$ cat config.mk
export PLATFORM = sky130hd
export DESIGN_NAME = alu
export DESIGN_NICKNAME = d
export VERILOG_FILES = /design/src/rtl/alu.sv
export SDC_FILE = /design/constraint.sdc
export NUM_CORES = 1
export LEC_CHECK = 0
export BUFFER_PORTS_ARGS = -buffer_cell sky130_fd_sc_hd__clkbuf_2
export CELL_PAD_IN_SITES_DETAIL_PLACEMENT = 1
export CELL_PAD_IN_SITES_GLOBAL_PLACEMENT = 1
export CORE_MARGIN = 4
export CORE_UTILIZATION = 43
export CTS_CLUSTER_SIZE = 30
export DETAILED_ROUTE_END_ITERATION = 16
export MAX_ROUTING_LAYER = met4
export PLACE_DENSITY_LB_ADDON = 0.1
export SLEW_MARGIN = 30
export SYNTH_ARGS = -nofsm -noshare
export SYNTH_HDL_FRONTEND = slang
export SYNTH_SLANG_ARGS = --single-unit
$ cat constraint.sdc
create_clock -name clk -period 4.9 [get_ports clk]
set_input_delay 0.98 -clock clk [delete_from_list [all_inputs] [get_ports clk]]
set_output_delay 0.98 -clock clk [all_outputs]
set_load 0.01 [all_outputs]
$ cat src/rtl/alu.sv
// LITE-16 ALU: one-cycle registered result and sticky compare flag.
// Define ALU_ARITH_SHIFT_EN to make codeop 110 an arithmetic right shift.
module alu #(
  parameter int unsigned WIDTH = 16
) (
  input  logic             clk,
  input  logic             rst_n,
  input  logic [2:0]       codeop,
  input  logic [WIDTH-1:0] a,
  input  logic [WIDTH-1:0] b,
  input  logic [WIDTH-1:0] rd,
  input  logic [WIDTH-1:0] pc,
  input  logic [WIDTH-1:0] data_mem_out,
  input  logic             ri,
  input  logic             ld,
  input  logic             jmp,
  output logic [WIDTH-1:0] r,
  output logic             cmp
);

  localparam logic [2:0] OpAdd = 3'b000;
  localparam logic [2:0] OpSub = 3'b001;
  localparam logic [2:0] OpAnd = 3'b010;
  localparam logic [2:0] OpOr  = 3'b011;
  localparam logic [2:0] OpXor = 3'b100;
  localparam logic [2:0] OpShl = 3'b101;
  localparam logic [2:0] OpShr = 3'b110;
  localparam logic [2:0] OpCmp = 3'b111;

  logic [WIDTH-1:0] r_q, r_d;
  logic             cmp_q, cmp_d;
  logic [WIDTH-1:0] op1, op2, alu_res;
  logic [3:0]       shamt;

  always_comb begin
    op1   = ri ? rd : a;
    op2   = b;
    shamt = op2[3:0];
    alu_res = '0;
    unique case (codeop)
      OpAdd: alu_res = op1 + op2;
      OpSub: alu_res = op1 - op2;
      OpAnd: alu_res = op1 & op2;
      OpOr:  alu_res = op1 | op2;
      OpXor: alu_res = op1 ^ op2;
      OpShl: alu_res = op1 << shamt;
`ifdef ALU_ARITH_SHIFT_EN
      OpShr: alu_res = $signed(op1) >>> shamt;
`else
      OpShr: alu_res = op1 >> shamt;
`endif
      OpCmp: alu_res = op1 - op2;
      default: alu_res = '0;
    endcase
  end

  // Load beats jump beats the ALU; cmp only moves on an unmasked CMP.
  always_comb begin
    r_d   = r_q;
    cmp_d = cmp_q;
    if (ld) begin
      r_d = data_mem_out;
    end else if (jmp) begin
      r_d = pc + b;
    end else begin
      r_d = alu_res;
      if (codeop == OpCmp) begin
        cmp_d = (op1 == op2);
      end
    end
  end

  always_ff @(posedge clk) begin
    if (!rst_n) begin
      r_q   <= '0;
      cmp_q <= 1'b0;
    end else begin
      r_q   <= r_d;
      cmp_q <= cmp_d;
    end
  end

  assign r   = r_q;
  assign cmp = cmp_q;

endmodule

* Word-level counts from Yosys, hierarchy flattened
Index checks and enable logic that the tools add are counted.
** Word-level totals
- Register bits after elaboration :: 17
- Output and inout bits :: 17
- Logic and storage cells :: 27
- Input port bits :: 88
** Operators by class
- Equal/unequal tests :: 8
- Multiplexer cells :: 4
- Bitwise gates (word level) :: 5
- Reduce and logical (&&, ||, !) cells :: 3
- Add/sub/neg operators :: 3
- Shift-type cells :: 2
** Operator list (number)
- 16-bit one-hot mux with 7 select lines :: 1
- 16-bit two-way mux :: 3
- 16-bit adder :: 2
- 16-bit bitwise AND :: 1
- 16-bit equality test :: 1
- 16-bit bitwise OR :: 1
- 16-bit by 4-bit << shifter with 16-bit output :: 1
- 16-bit by 4-bit right shift with 16-bit output :: 1
- 16-bit subtractor :: 1
- 16-bit bitwise XOR :: 1
- 3-bit equality test (second input constant) :: 4
- 3-bit by 2-bit equality test with 1-bit output (second input constant) :: 2
- 3-bit by 1-bit equality test with 1-bit output (second input constant) :: 1
- 3-bit zero test :: 1
- 3-bit AND reduction :: 1
- 1-bit NOT :: 2
- 2-bit OR reduction :: 1

* Longest topological paths before layout
- Depth in word-level cells :: 5
- Mapped depth :: 16
- Gate-level depth less buffers :: 13

* Least setup slack after synthesis
OpenSTA, ideal clock, no wires.
- Path type :: input-to-reg
- From :: input port ri
- To :: register r_q[14] (netlist: r[14])
- Data arrival time :: 3.899 ns
- Cell stages on the path :: 16
- Buffers on the path :: 3
- Setup time :: 0.101 ns
- Required time :: 4.799 ns
- Slack :: 0.900 ns
- Cells stage by stage :: buf_6 -> buf_8 -> buf_6 -> mux2_2 -> inv_1 -> ha_1 -> inv_1 -> fa_1 -> nor2b_1 -> o21a_1 -> o31ai_1 -> o21bai_1 -> a21o_1 -> a31oi_1 -> nor4_1 -> o41ai_1
** On the way
- Cells in the longest elaborated chain, start to end :: 5
- Elaborated cells on any way between the ends :: 11
- Those cells by class :: 2 x add/sub; 2 x shift; 4 x mux; 3 x bitwise
** Ends and longest elaborated chain
- start: declaration :: RTL line 14 : input logic ri,
- 16-bit two-way mux (*) :: RTL line 36 : op1 = ri ? rd : a;
- 16-bit subtractor, or another cell as far along :: RTL line 42, 52
- 16-bit one-hot mux with 7 select lines (*) :: RTL line 40 : unique case (codeop)
- 16-bit two-way mux (*) :: RTL line 63 : end else if (jmp) begin
- 16-bit two-way mux (*) :: RTL line 61 : if (ld) begin
- end signal: assignment :: RTL line 78 : r_q <= r_d;
- end: declaration :: RTL line 30 : logic [WIDTH-1:0] r_q, r_d;
Every way passes the cells marked *; elsewhere a longest branch is shown, timed or not.
A chain may end at the register's enable or synchronous reset.

* Final worst setup path
- From :: input port ri
- To :: register r_q[13] (netlist: r[13])
Same word-level chain as after synthesis.

==> summary.md <==
| Metric | Value |
|---|---|
| Slew @ Worst Pin | 917.8 ps |
| Largest family of logic cells by synthesized area | compound AO/OA/AOI/OAI gates |
| Static leakage | 2.859 nW |
| Top FF cell, synth | dfxtp_1 |
| Adder-cell share of the synthesized area | 15.16% |
| Register area share after synthesis | roughly 6% |
| First drt pass iteration count | 5 |
| Drt total wl | 24690 µm |
| # hold bufs at CTS | 0 |
| Top-count cell post-synth | a21oi_1 |
| Post-synth top cells | a21oi_1 (72), nor2_1 (70), ha_1 (65) |
| Clock Sink Count | 17 |
| Clock Root Buffer | clkbuf_16 |
| Worst Hold Launch | cmp |
| Crit path kind | in -> reg |
| Hold WC Path Type | reg -> reg |
| CP delay by family, top | compound AO/OA/AOI/OAI gates |
| Max frequency | 228.7 MHz |
| Nets | 984 |
| DR vias/cell | between 6 and 7 |
| Overall Global Routing Usage | 32.93% |
| Hold EP | cmp |
| Placed Instances | 999 |
| Crit Path Max Fanout | 22 |
| Hold path cells | 2 |
| Longest Clk Path Bufs | 2 |
| CP Cell Sequence | clkbuf_2 -> buf_4 -> buf_4 -> mux2i_1 -> inv_1 -> ha_1 -> nor2_1 -> a211oi_1 -> a211oi_1 -> o21ai_0 -> a311oi_2 -> a41oi_1 -> a31o_1 |
| Multiplexer share of the synthesized area | 20.22% |
| Period minus WS final | approximately 4400 ps |
| Ys Warns | 0 |
| DP Wirelength | 20310 µm |
| Vias | approximately 6400 |
| Die area | ~0.015 mm² |
| FP Rows | 42 |
| Top cell type's share of synthesized area | approximately 14% |
| Total power | 1.110 mW |
| Critical Path End Type | register |
| Pwr Density | 172.6 mW/mm² |
| Post-Synthesis Cells | 755 |
| Post-synth EDFFs | 0 |
| Area of the mapped netlist | 0.005762 mm² |
| Post_cts resized | 0 |
| Simple-gate share of the synthesized area | between 10% and 20% |
| Vias in the first global route | 6499 |
| Fin crit share | between 80% and 90% |
| Chip Width | between 100 and 150 µm |
| Antenna violations before repair | 0 |
| Number of diodes | 0 |
| Congestion Overflow GR | 0 |
| Setup TNS | 0 ps |
| Clock latency on the worst-skew pair | about 260 ps |
| Inserted Clock Buffers | 3 |
| Initial core utilization | a little over two fifths |
| Per-cell routed wire length | 24.62 µm |
| Post-DRT Antenna Nets | 0 |
| Synth Net Count | 911 |
| Drt first-iter violations | 444 |
| RePlAce Congestion | ~0.95 |
| Worst hold margin | 478.1 ps |
| Crit path launch type | input port |
| Share of layout cells above drive strength 1 | 21.52% |
| Drt drc | 0 |
| H-tree level count | 1 |
| Unrepaired setup endpoints after global routing | no |
| Cell variety after synth | 76 |
| Max_slew headroom | 38.48% |
| Largest net degree at the start of global routing | 39 |
| Pins Over Slew Limit | 0 |
| Asr flop ratio synth | 0% |
| Setup-failing EPs final | 0 |
| Area grow syn2layout | 11.60% |
| TritonCTS clock tree | done |
| Status | complete, no violations |
| Worst EP arrival | 4530 ps |
| Core area | 0.01319 mm² |
| First-pass GRT wire length | 37390 µm |
| Maxcap violations | 0 |
| Post-CTS setup buffers | 0 |
| Num ports | between 100 and 150 |
| Ranking of synthesized cells by area | ha_1 (14%), mux4_2 (10%), a21oi_1 (6.3%) |
| Number of synthesized register bits | 17 |
| Post-synth top area cell | ha_1 |
| Clock Pin Slew Worst Setup and Hold Paths | roughly 60 ps |
| R2R depth | 2 |
| Crit path buf inv count | 4 |
| Worst VDD drop | 0.00009331 V |
| FF-to-FF Start | cmp |
| Worst R2R End | cmp |
| Setup slack, reg-to-reg | between 4000 and 5000 ps |
| Mapped Avg Cell Area | approximately 7.6 µm² |
| Final hold vios | 0 |
| Xor and xnor area share after synthesis | 4.256% |
| Slowest stage delay, CP | 600 ps |
| Clock Skew | 0 ps |
| Area fraction in compound gates after synthesis | 29.34% |
| PortBufs | 104 |
| Die Ht | 123.8 µm |
| Cell Count, Final, Fillers Out | 1003 |
| Required time worst endpoint | just over 5000 ps |
| Slowest cell on the critical path | mux2i_1 |
registers in the layout, indices dropped and copies added, names as in the netlist:
register,count
cmp,1
r,16
layout make-up:
class / instances / area [µm²]
well taps: 176 / 220.2
multi-input cells: 629 / 4942
repair buffers: 118 / 625.6
clock inverters: 1 / 5.005
fillers: 1689 / 6760
inverters: 59 / 221.5
clock buffers: 3 / 75.07
flip-flops and latches: 17 / 340.3
worst max path at each step:
stage | from | to | slack [ps] | cells past startpoint
2_1_floorplan | ri | r[14] | 900 | 16
3_3_place_gp | ri | r[13] | 410 | 13
3_5_place_dp | ri | r[13] | 300 | 13
4_1_cts | ri | r[13] | 570 | 13
5_1_grt | ri | r[13] | 200 | 13
6_report | ri | r[13] | 530 | 13
cells by family (layout without fill, tap and decap cells):
kind of cell               Yosys count  in the layout
AOI/OAI and AO/OA                  250            250
and+or+nand+nor                    207            207
buffers and inverters              109            181
muxes                               76             76
adders and majority gates           68             68
xor gates and xnor gates            28             28
DFF                                 17             17
per-stage QoR:
stage	instance area [µm²]	setup slack (ps)	util, %
floorplan	5762	900.2	-
detailed placement	6345	304.8	48.10
global route	6430	200.0	48.75
finish	6430	527.4	48.75
global placement	6345	406.8	48.10
CTS	6425	569.7	48.71
power breakdown:
part / internal, mW / switching, mW / total [mW]
logic: 0.301 / 0.479 / 0.780
registers: 0.152 / 0.00435 / 0.156
clock network: 0.110 / 0.0640 / 0.174
worst min-delay path: cells and delay by family (launching register included):
family,cells,cell delay [ps]
AOI/OAI and AO/OA,1,60
DFF,1,320
and+or+nand+nor,1,50
layout by cell type (no fill, tap or decap), types with 8 or more instances in the layout:
cell type and n:
o21ai_0 49, mux2_2 14, nand2_1 61, nor3_1 14, o21a_1 9, o22ai_1 8
mux4_2 26, a31oi_1 8, dfxtp_1 17, clkbuf_2 104, or3_1 8, a21oi_1 72
ha_1 65, inv_1 55, and3_1 9, o211ai_1 12, nor2b_1 8, mux2i_1 32
buf_4 14, a211oi_1 20, xnor2_1 22, nor2_1 70
metal layers:
metal | vias to the layer above | global-route usage [%] | wire, µm | part of all wire [%]
met3 | 63 | 3.270 | 1199 | 4.9
met2 | 236 | 52.55 | 11530 | 47
li1 | 2950 | - | - | -
met1 | 3199 | 42.39 | 10540 | 43
met4 | 0 | 14.53 | 1415 | 5.7
met5 | - | - | 0 | 0
No activity file was read; power rests on OpenSTA's default activity.
